## config.mk

```make
export PLATFORM = sky130hd
export DESIGN_NAME = audio_sfm_reader
export DESIGN_NICKNAME = d
export VERILOG_FILES = /design/src/rtl/audio_sfm_reader.sv
export SDC_FILE = /design/constraint.sdc
export NUM_CORES = 1
export LEC_CHECK = 0
export BUFFER_PORTS_ARGS = -buffer_cell sky130_fd_sc_hd__buf_4
export CAP_MARGIN = 20
export CELL_PAD_IN_SITES_DETAIL_PLACEMENT = 0
export CELL_PAD_IN_SITES_GLOBAL_PLACEMENT = 1
export CORE_AREA = 8 8 167 169
export CTS_CLUSTER_DIAMETER = 60
export DETAILED_ROUTE_END_ITERATION = 7
export DIE_AREA = 0 0 175 177
export PLACE_DENSITY = 0.55
export SLEW_MARGIN = 30
export SYNTH_ARGS = -nofsm -noshare
export SYNTH_HDL_FRONTEND = slang
export SYNTH_SLANG_ARGS = --single-unit
```

## constraint.sdc

```tcl
create_clock -name iSCLK -period 5.1 [get_ports iSCLK]
set_input_delay 1.02 -clock iSCLK [delete_from_list [all_inputs] [get_ports iSCLK]]
set_output_delay 1.02 -clock iSCLK [all_outputs]
set_load 0.1 [all_outputs]
```

## src/rtl/audio_sfm_reader.sv

```systemverilog
// SPI NOR (mode 0) page-read engine for one audio Sfm channel.
// It streams whole 256-byte pages to the sample FIFO and also provides a manual CPU byte path.
module audio_sfm_reader #(
  parameter int unsigned pSfmPageWidth = 16,
  parameter logic [7:0]  pCmdRead      = 8'h03
) (
  input  logic                     iSCLK,
  input  logic                     iSRST,
  input  logic                     iSfmEn,
  input  logic [7:0]               iSfmDiv,
  input  logic [7:0]               iSfmCsHoldTime,
  input  logic [pSfmPageWidth-1:0] iSfmStartAdrs,
  input  logic [pSfmPageWidth-1:0] iSfmEndAdrs,
  output logic                     oSfmDone,
  output logic [pSfmPageWidth-1:0] oSfmAdrsAdd,
  input  logic                     iSfmCpuValid,
  input  logic                     iSfmCpuEn,
  input  logic                     iSfmCpuCsCtrl,
  input  logic [7:0]               iSfmCpuWd,
  output logic [7:0]               oSfmCpuRd,
  output logic                     oSfmCpuDone,
  output logic [7:0]               oSfmRd,
  output logic                     oSfmVd,
  input  logic                     iSfmFull,
  output logic                     oSpiSck,
  output logic                     oSpiCs,
  output logic                     oSpiMosi,
  input  logic                     iSpiMiso
);

  localparam int unsigned CmdW = 32;

  typedef enum logic [2:0] {
    IDLE, CS_SETUP, CMD, DATA, CS_END, CPU_SHIFT, CPU_WAIT
  } state_t;

  state_t          state;
  logic [7:0]      hold_cnt;
  logic [7:0]      div_cnt;
  logic [7:0]      byte_cnt;
  logic [7:0]      rx;
  logic [4:0]      bit_cnt;
  logic [CmdW-1:0] tx;
  logic            gap;

  logic            shifting;
  logic            tick;
  logic            unit_end;
  logic            hold_done;
  logic [4:0]      last_bit;
  logic [CmdW-1:0] cmd_word;

  // A shift unit is the 32-bit command, one data byte, or one CPU byte.
  always_comb begin
    shifting  = (state == CMD) || (state == CPU_SHIFT) || ((state == DATA) && !gap);
    tick      = (div_cnt == iSfmDiv);
    last_bit  = (state == CMD) ? 5'd31 : 5'd7;
    unit_end  = shifting && tick && oSpiSck && (bit_cnt == last_bit);
    hold_done = (9'(hold_cnt) + 9'd1) >= 9'(iSfmCsHoldTime);
    cmd_word  = {pCmdRead, 24'({oSfmAdrsAdd, 8'h00})};
  end

  always_ff @(posedge iSCLK) begin
    if (iSRST) begin
      state       <= IDLE;
      hold_cnt    <= '0;
      div_cnt     <= '0;
      byte_cnt    <= '0;
      rx          <= '0;
      bit_cnt     <= '0;
      tx          <= '0;
      gap         <= 1'b0;
      oSfmDone    <= 1'b0;
      oSfmAdrsAdd <= '0;
      oSfmCpuRd   <= '0;
      oSfmCpuDone <= 1'b0;
      oSfmRd      <= '0;
      oSfmVd      <= 1'b0;
      oSpiSck     <= 1'b0;
      oSpiCs      <= 1'b1;
      oSpiMosi    <= 1'b0;
    end else begin
      oSfmDone    <= 1'b0;
      oSfmCpuDone <= 1'b0;
      oSfmVd      <= 1'b0;

      // Bit engine: SCK toggles every iSfmDiv+1 clocks; MISO in on rise, MOSI out on fall.
      if (shifting) begin
        if (tick) begin
          div_cnt <= '0;
          if (!oSpiSck) begin
            oSpiSck <= 1'b1;
            rx      <= {rx[6:0], iSpiMiso};
          end else begin
            oSpiSck <= 1'b0;
            if (bit_cnt != last_bit) begin
              bit_cnt  <= bit_cnt + 5'd1;
              oSpiMosi <= tx[CmdW-1];
              tx       <= {tx[CmdW-2:0], 1'b0};
            end
          end
        end else begin
          div_cnt <= div_cnt + 8'd1;
        end
      end

      case (state)
        IDLE: begin
          oSpiSck  <= 1'b0;
          oSpiCs   <= iSfmCpuValid ? iSfmCpuCsCtrl : 1'b1;
          hold_cnt <= '0;
          div_cnt  <= '0;
          gap      <= 1'b0;
          if (iSfmCpuValid && iSfmCpuEn) begin
            oSpiMosi <= iSfmCpuWd[7];
            tx       <= {iSfmCpuWd[6:0], 25'd0};
            bit_cnt  <= '0;
            state    <= CPU_SHIFT;
          end else if (!iSfmCpuValid && iSfmEn) begin
            oSfmAdrsAdd <= iSfmStartAdrs;
            oSpiCs      <= 1'b0;
            state       <= CS_SETUP;
          end
        end

        CS_SETUP: begin
          oSpiCs <= 1'b0;
          if (!iSfmEn) begin
            oSpiCs   <= 1'b1;
            hold_cnt <= '0;
            state    <= CS_END;
          end else if (hold_done) begin
            oSpiMosi <= cmd_word[CmdW-1];
            tx       <= {cmd_word[CmdW-2:0], 1'b0};
            bit_cnt  <= '0;
            div_cnt  <= '0;
            state    <= CMD;
          end else begin
            hold_cnt <= hold_cnt + 8'd1;
          end
        end

        CMD: begin
          if (unit_end) begin
            if (!iSfmEn) begin
              oSpiCs   <= 1'b1;
              hold_cnt <= '0;
              state    <= CS_END;
            end else begin
              gap      <= 1'b1;
              byte_cnt <= '0;
              state    <= DATA;
            end
          end
        end

        // gap marks a byte boundary; a new byte only starts once the FIFO has room.
        DATA: begin
          if (gap) begin
            if (!iSfmEn) begin
              oSpiCs   <= 1'b1;
              hold_cnt <= '0;
              state    <= CS_END;
            end else if (!iSfmFull) begin
              gap      <= 1'b0;
              bit_cnt  <= '0;
              div_cnt  <= '0;
              oSpiMosi <= 1'b0;
              tx       <= '0;
            end
          end else if (unit_end) begin
            oSfmRd <= rx;
            oSfmVd <= 1'b1;
            if ((byte_cnt == 8'hFF) || !iSfmEn) begin
              oSpiCs   <= 1'b1;
              hold_cnt <= '0;
              state    <= CS_END;
            end else begin
              byte_cnt <= byte_cnt + 8'd1;
              gap      <= 1'b1;
            end
          end
        end

        CS_END: begin
          oSpiCs <= 1'b1;
          if (hold_done) begin
            hold_cnt <= '0;
            if (!iSfmEn) begin
              state <= IDLE;
            end else if (oSfmAdrsAdd == iSfmEndAdrs) begin
              oSfmDone <= 1'b1;
              state    <= IDLE;
            end else begin
              oSfmAdrsAdd <= oSfmAdrsAdd + pSfmPageWidth'(1);
              oSpiCs      <= 1'b0;
              state       <= CS_SETUP;
            end
          end else begin
            hold_cnt <= hold_cnt + 8'd1;
          end
        end

        CPU_SHIFT: begin
          oSpiCs <= iSfmCpuCsCtrl;
          if (unit_end) begin
            oSfmCpuRd   <= rx;
            oSfmCpuDone <= 1'b1;
            state       <= CPU_WAIT;
          end
        end

        CPU_WAIT: begin
          oSpiCs <= iSfmCpuCsCtrl;
          if (!iSfmCpuEn) state <= IDLE;
        end

        default: state <= IDLE;
      endcase
    end
  end

endmodule

```

==> results.py <==
metrics = {
    "critical_path": {
        "reg2reg_from": "hold_cnt[0]",
        "path_max_fanout": 18,
        "path_class": "reg2reg",
        "critPathLaunchType": "register",
        "cp-end-kind": "register",
        "cpMaxStageDelayCell": "a21oi_2",
        "critical_path_required_ns": 5.30,
        "reg2reg_depth": 13,
        "timing.rr.end": "oSfmAdrsAdd[6]",
        "crit_chain": "ha_1 -> and2_4 -> nand2_1 -> xnor2_1 -> ha_1 -> a21oi_1 -> and3_1 -> o21ai_0 -> a21o_1 -> a21oi_2 -> buf_4 -> or2_1 -> a21oi_1",
        "worstPathArrival_ns": 3.83,
        "cpPeakStageDelay_ns": 0.71,
        "r2r_slack_ns": 1.47,
    },
    "placement": {
        "place_congestion": 0.755,
        "portBuffers": 101,
        "dp.cells": 1116,
        "dp_hpwl_um": 13500,
    },
    "hold_path": {
        "hold_path_class": "reg2reg",
        "holdCritStartpoint": "oSfmCpuRd[7]",
        "hold_end": "oSfmCpuRd[7]",
        "min_path_cells": 2,
    },
    "cells_and_area": {
        "drive_gt1_share_pct": 20.2,
        "antennaDiodeCount": 0,
        "fillCellCount": 2744,
        "regArea_mm2": 0.00222,
        "area_growth_syn_to_layout_pct": 21.7,
        "layout.nets": 869,
        "finalNonFillerCells": 1132,
        "multi_input_area_mm2": 0.00369,
    },
    "yosys": {
        "yosys-top-cells-area": "dfxtp_1 36%, mux2i_1 9.1%, nor2_1 5.0%",
        "synth_top_cells_by_count": "111 x dfxtp_1, 82 x nor2_1, 71 x nand2_1",
        "synth_area_mm2": 0.00617,
        "synth_top_area_share_pct": 36.0,
        "syn-num-nets": 789,
        "synthFlopType": "dfxtp_1",
        "yosys_warnings": 0,
        "synth_cells": 712,
        "synth-edff-count": 0,
        "ys_seq_area_share_pct": 36.0,
        "yosysTopAreaCell": "dfxtp_1",
        "yosysUniqueCellTypes": 77,
        "ys_ff_latch": 111,
        "syn_area_per_cell_um2": 8.66,
        "synth-async-reset-ratio_pct": 0,
        "yosysMostFrequentCell": "dfxtp_1",
    },
    "sta": {
        "hold_viol": 0,
        "final.setup.tns_ns": 0,
        "rsz0062_at_grt": "false",
        "skew_ns": 0.00744,
        "period_share_pct": 71.2,
        "fmax_mhz": 275,
        "setup_violations": 0,
        "worst_pin_slew_ns": 0.900,
        "report.final.slew_viol_count": 0,
        "slew_headroom_pct": 40.0,
        "period_needed_ns": 3.63,
    },
    "route": {
        "vias": 5294,
        "route.layer.met1.wl_um": 8970,
        "via_per_inst": 4.68,
        "drt-wirelength-per-cell_um": 16.3,
        "drc": 0,
        "wl_met2_um": 8220,
        "first_iter_violations": 332,
        "drtPass1Iterations": 4,
        "drt.antenna.violating_nets": 0,
        "routed_wl_um": 18400,
        "routed.top_layer": "met4",
        "dr_wl_met3_um": 983,
    },
    "power": {
        "power.total_uw": 2750,
        "power_density_mw_per_mm2": 366,
        "cellLeakagePower_uw": 0.00291,
        "ir_worst_vdd_mv": 0.184,
    },
    "clock_network": {
        "cts_buffer_depth": 2,
        "cts_resized": 0,
        "root_buffer": "clkbuf_16",
        "htreeDepth": 3,
        "path_clk_slew_ns": 0.08,
        "cts_buffers": 9,
        "postCtsSetupBuffers": 0,
        "numClockSinks": 111,
        "clk_latency_ns": 0.36,
        "cts_tree": "built",
        "ctsHoldBuffers": 0,
    },
    "floorplanning": {
        "rows": 59,
        "die_area_mm2": 0.0310,
        "start_util_pct": 24.2,
        "die_w_um": 175,
        "io_pins": 102,
        "core_mm2": 0.0255,
        "die_h_um": 177,
    },
    "grt": {
        "grtUsageTotal_pct": 11.9,
        "grt_max_degree": 88,
        "grt_overflow": 0,
        "grt_antenna_before_repair": 0,
        "grt_pass1_vias": 5204,
        "grt_pass1_wl_um": 29400,
    },
    "outcome": {
        "status": "completed",
    },
    "job": {
        "cap_violations": 0,
    },
}
==> where the power goes <==
part	internal, uW	total, uW	switching (uW)
logic	356	1020	664
clock network	349	714	365
registers	915	1020	100
total	1620	2750	1130
==> metrics by stage <==
| step | area (um^2) | hold slack (ns) | setup WS [ns] | utilization (%) |
|---|---|---|---|---|
| 6_report | 7500 | 0.455 | 1.47 | 29.5 |
| 5_1_grt | 7500 | 0.477 | 1.11 | 29.5 |
| 4_1_cts | 7500 | 0.463 | 1.40 | 29.5 |
| 3_5_place_dp | 7200 | 0.449 | 1.32 | 28.3 |
| 3_3_place_gp | 7200 | 0.450 | 1.35 | 28.3 |
| 2_1_floorplan | 6170 | 0.448 | 2.16 | - |
==> cell families (layout without fill, tap and decap cells) <==
| family | after synthesis | in the layout | synth area share, % |
|---|---|---|---|
| flip-flops | 111 | 111 | 36.0 |
| AO/OA/AOI/OAI | 142 | 142 | 16.0 |
| multiplexers | 61 | 61 | 10.0 |
| XOR/XNOR | 45 | 45 | 6.39 |
| adder cells (fa/ha/maj) | 13 | 13 | 2.64 |
| AND/OR/NAND/NOR | 285 | 285 | 24.6 |
| buffers and inverters | 55 | 140 | 4.32 |
==> flip-flops by register name, summed over array words and instances (netlist names) <==
signal and cells:
hold_cnt 8, oSfmCpuDone 1, oSfmVd 1, oSfmAdrsAdd 16, oSfmRd 8, gap 1
oSpiMosi 1, byte_cnt 8, div_cnt 8, oSfmCpuRd 8, oSpiSck 1, rx 8
oSfmDone 1, bit_cnt 5, state 3, oSpiCs 1, tx 32
==> worst max path at each step <==
stage / cells past startpoint / start / slack (ns) / endpoint
floorplan: 11 / iSfmCsHoldTime[2] / 2.16 / bit_cnt[4]
global placement: 11 / iSfmCsHoldTime[2] / 1.35 / oSfmAdrsAdd[5]
detailed placement: 11 / iSfmCsHoldTime[2] / 1.32 / oSfmAdrsAdd[5]
CTS: 13 / hold_cnt[0] / 1.40 / oSfmAdrsAdd[6]
global route: 13 / hold_cnt[0] / 1.11 / oSfmAdrsAdd[6]
finish: 13 / hold_cnt[0] / 1.47 / oSfmAdrsAdd[6]
==> worst max-delay path: cells and delay by family, from the launching register on <==
| family | cells | cell delay (ns) |
|---|---|---|
| AO/OA/AOI/OAI | 5 | 1.43 |
| XOR/XNOR | 1 | 0.14 |
| adder cells (fa/ha/maj) | 2 | 0.60 |
| buffers and inverters | 1 | 0.32 |
| flip-flops | 1 | 0.40 |
| AND/OR/NAND/NOR | 4 | 0.56 |
==> layout make-up <==
cell class | count | share of cell area [%]
Clock buffer | 9 | 3.00
Clock inverter | 7 | 0.984
Inverter | 15 | 0.750
Multi-Input combinational cell | 546 | 49.2
Sequential cell | 111 | 29.6
Tap cell | 335 | 5.59
Timing Repair Buffer | 109 | 10.9
==> layout by cell type, fill, tap and decap left out, types with 3 or more instances in the layout <==
cell type and n:
inv_1 15, or3_1 3, nor3b_1 4, o21ai_1 19, and4_1 4, mux2_2 3, and2_4 4, o31a_1 4
o21ai_0 8, a22o_1 6, a21o_1 7, dfxtp_1 111, a31oi_1 4, nor4_1 9, nor2_1 82, nand2b_1 16
o32ai_1 9, o211ai_1 3, nand4_1 12, and3_1 7, nor2b_1 5, nor3b_2 3, a21oi_2 3, nor3_1 13
buf_4 109, a2bb2oi_1 11, xnor2_1 17, or2_1 6, ha_1 13, nand3_1 19, clkbuf_16 9, xor2_1 28
nand2_1 71, mux2i_1 56, a21oi_1 45
==> layer usage <==
metal / vias up / global-route usage [%]
met5: - / 0
met1: 2479 / 16.2
met3: 12 / 3.39
met2: 102 / 18.0
met4: 0 / 3.00
li1: 2701 / -
No activity file was read; power rests on OpenSTA's default activity.
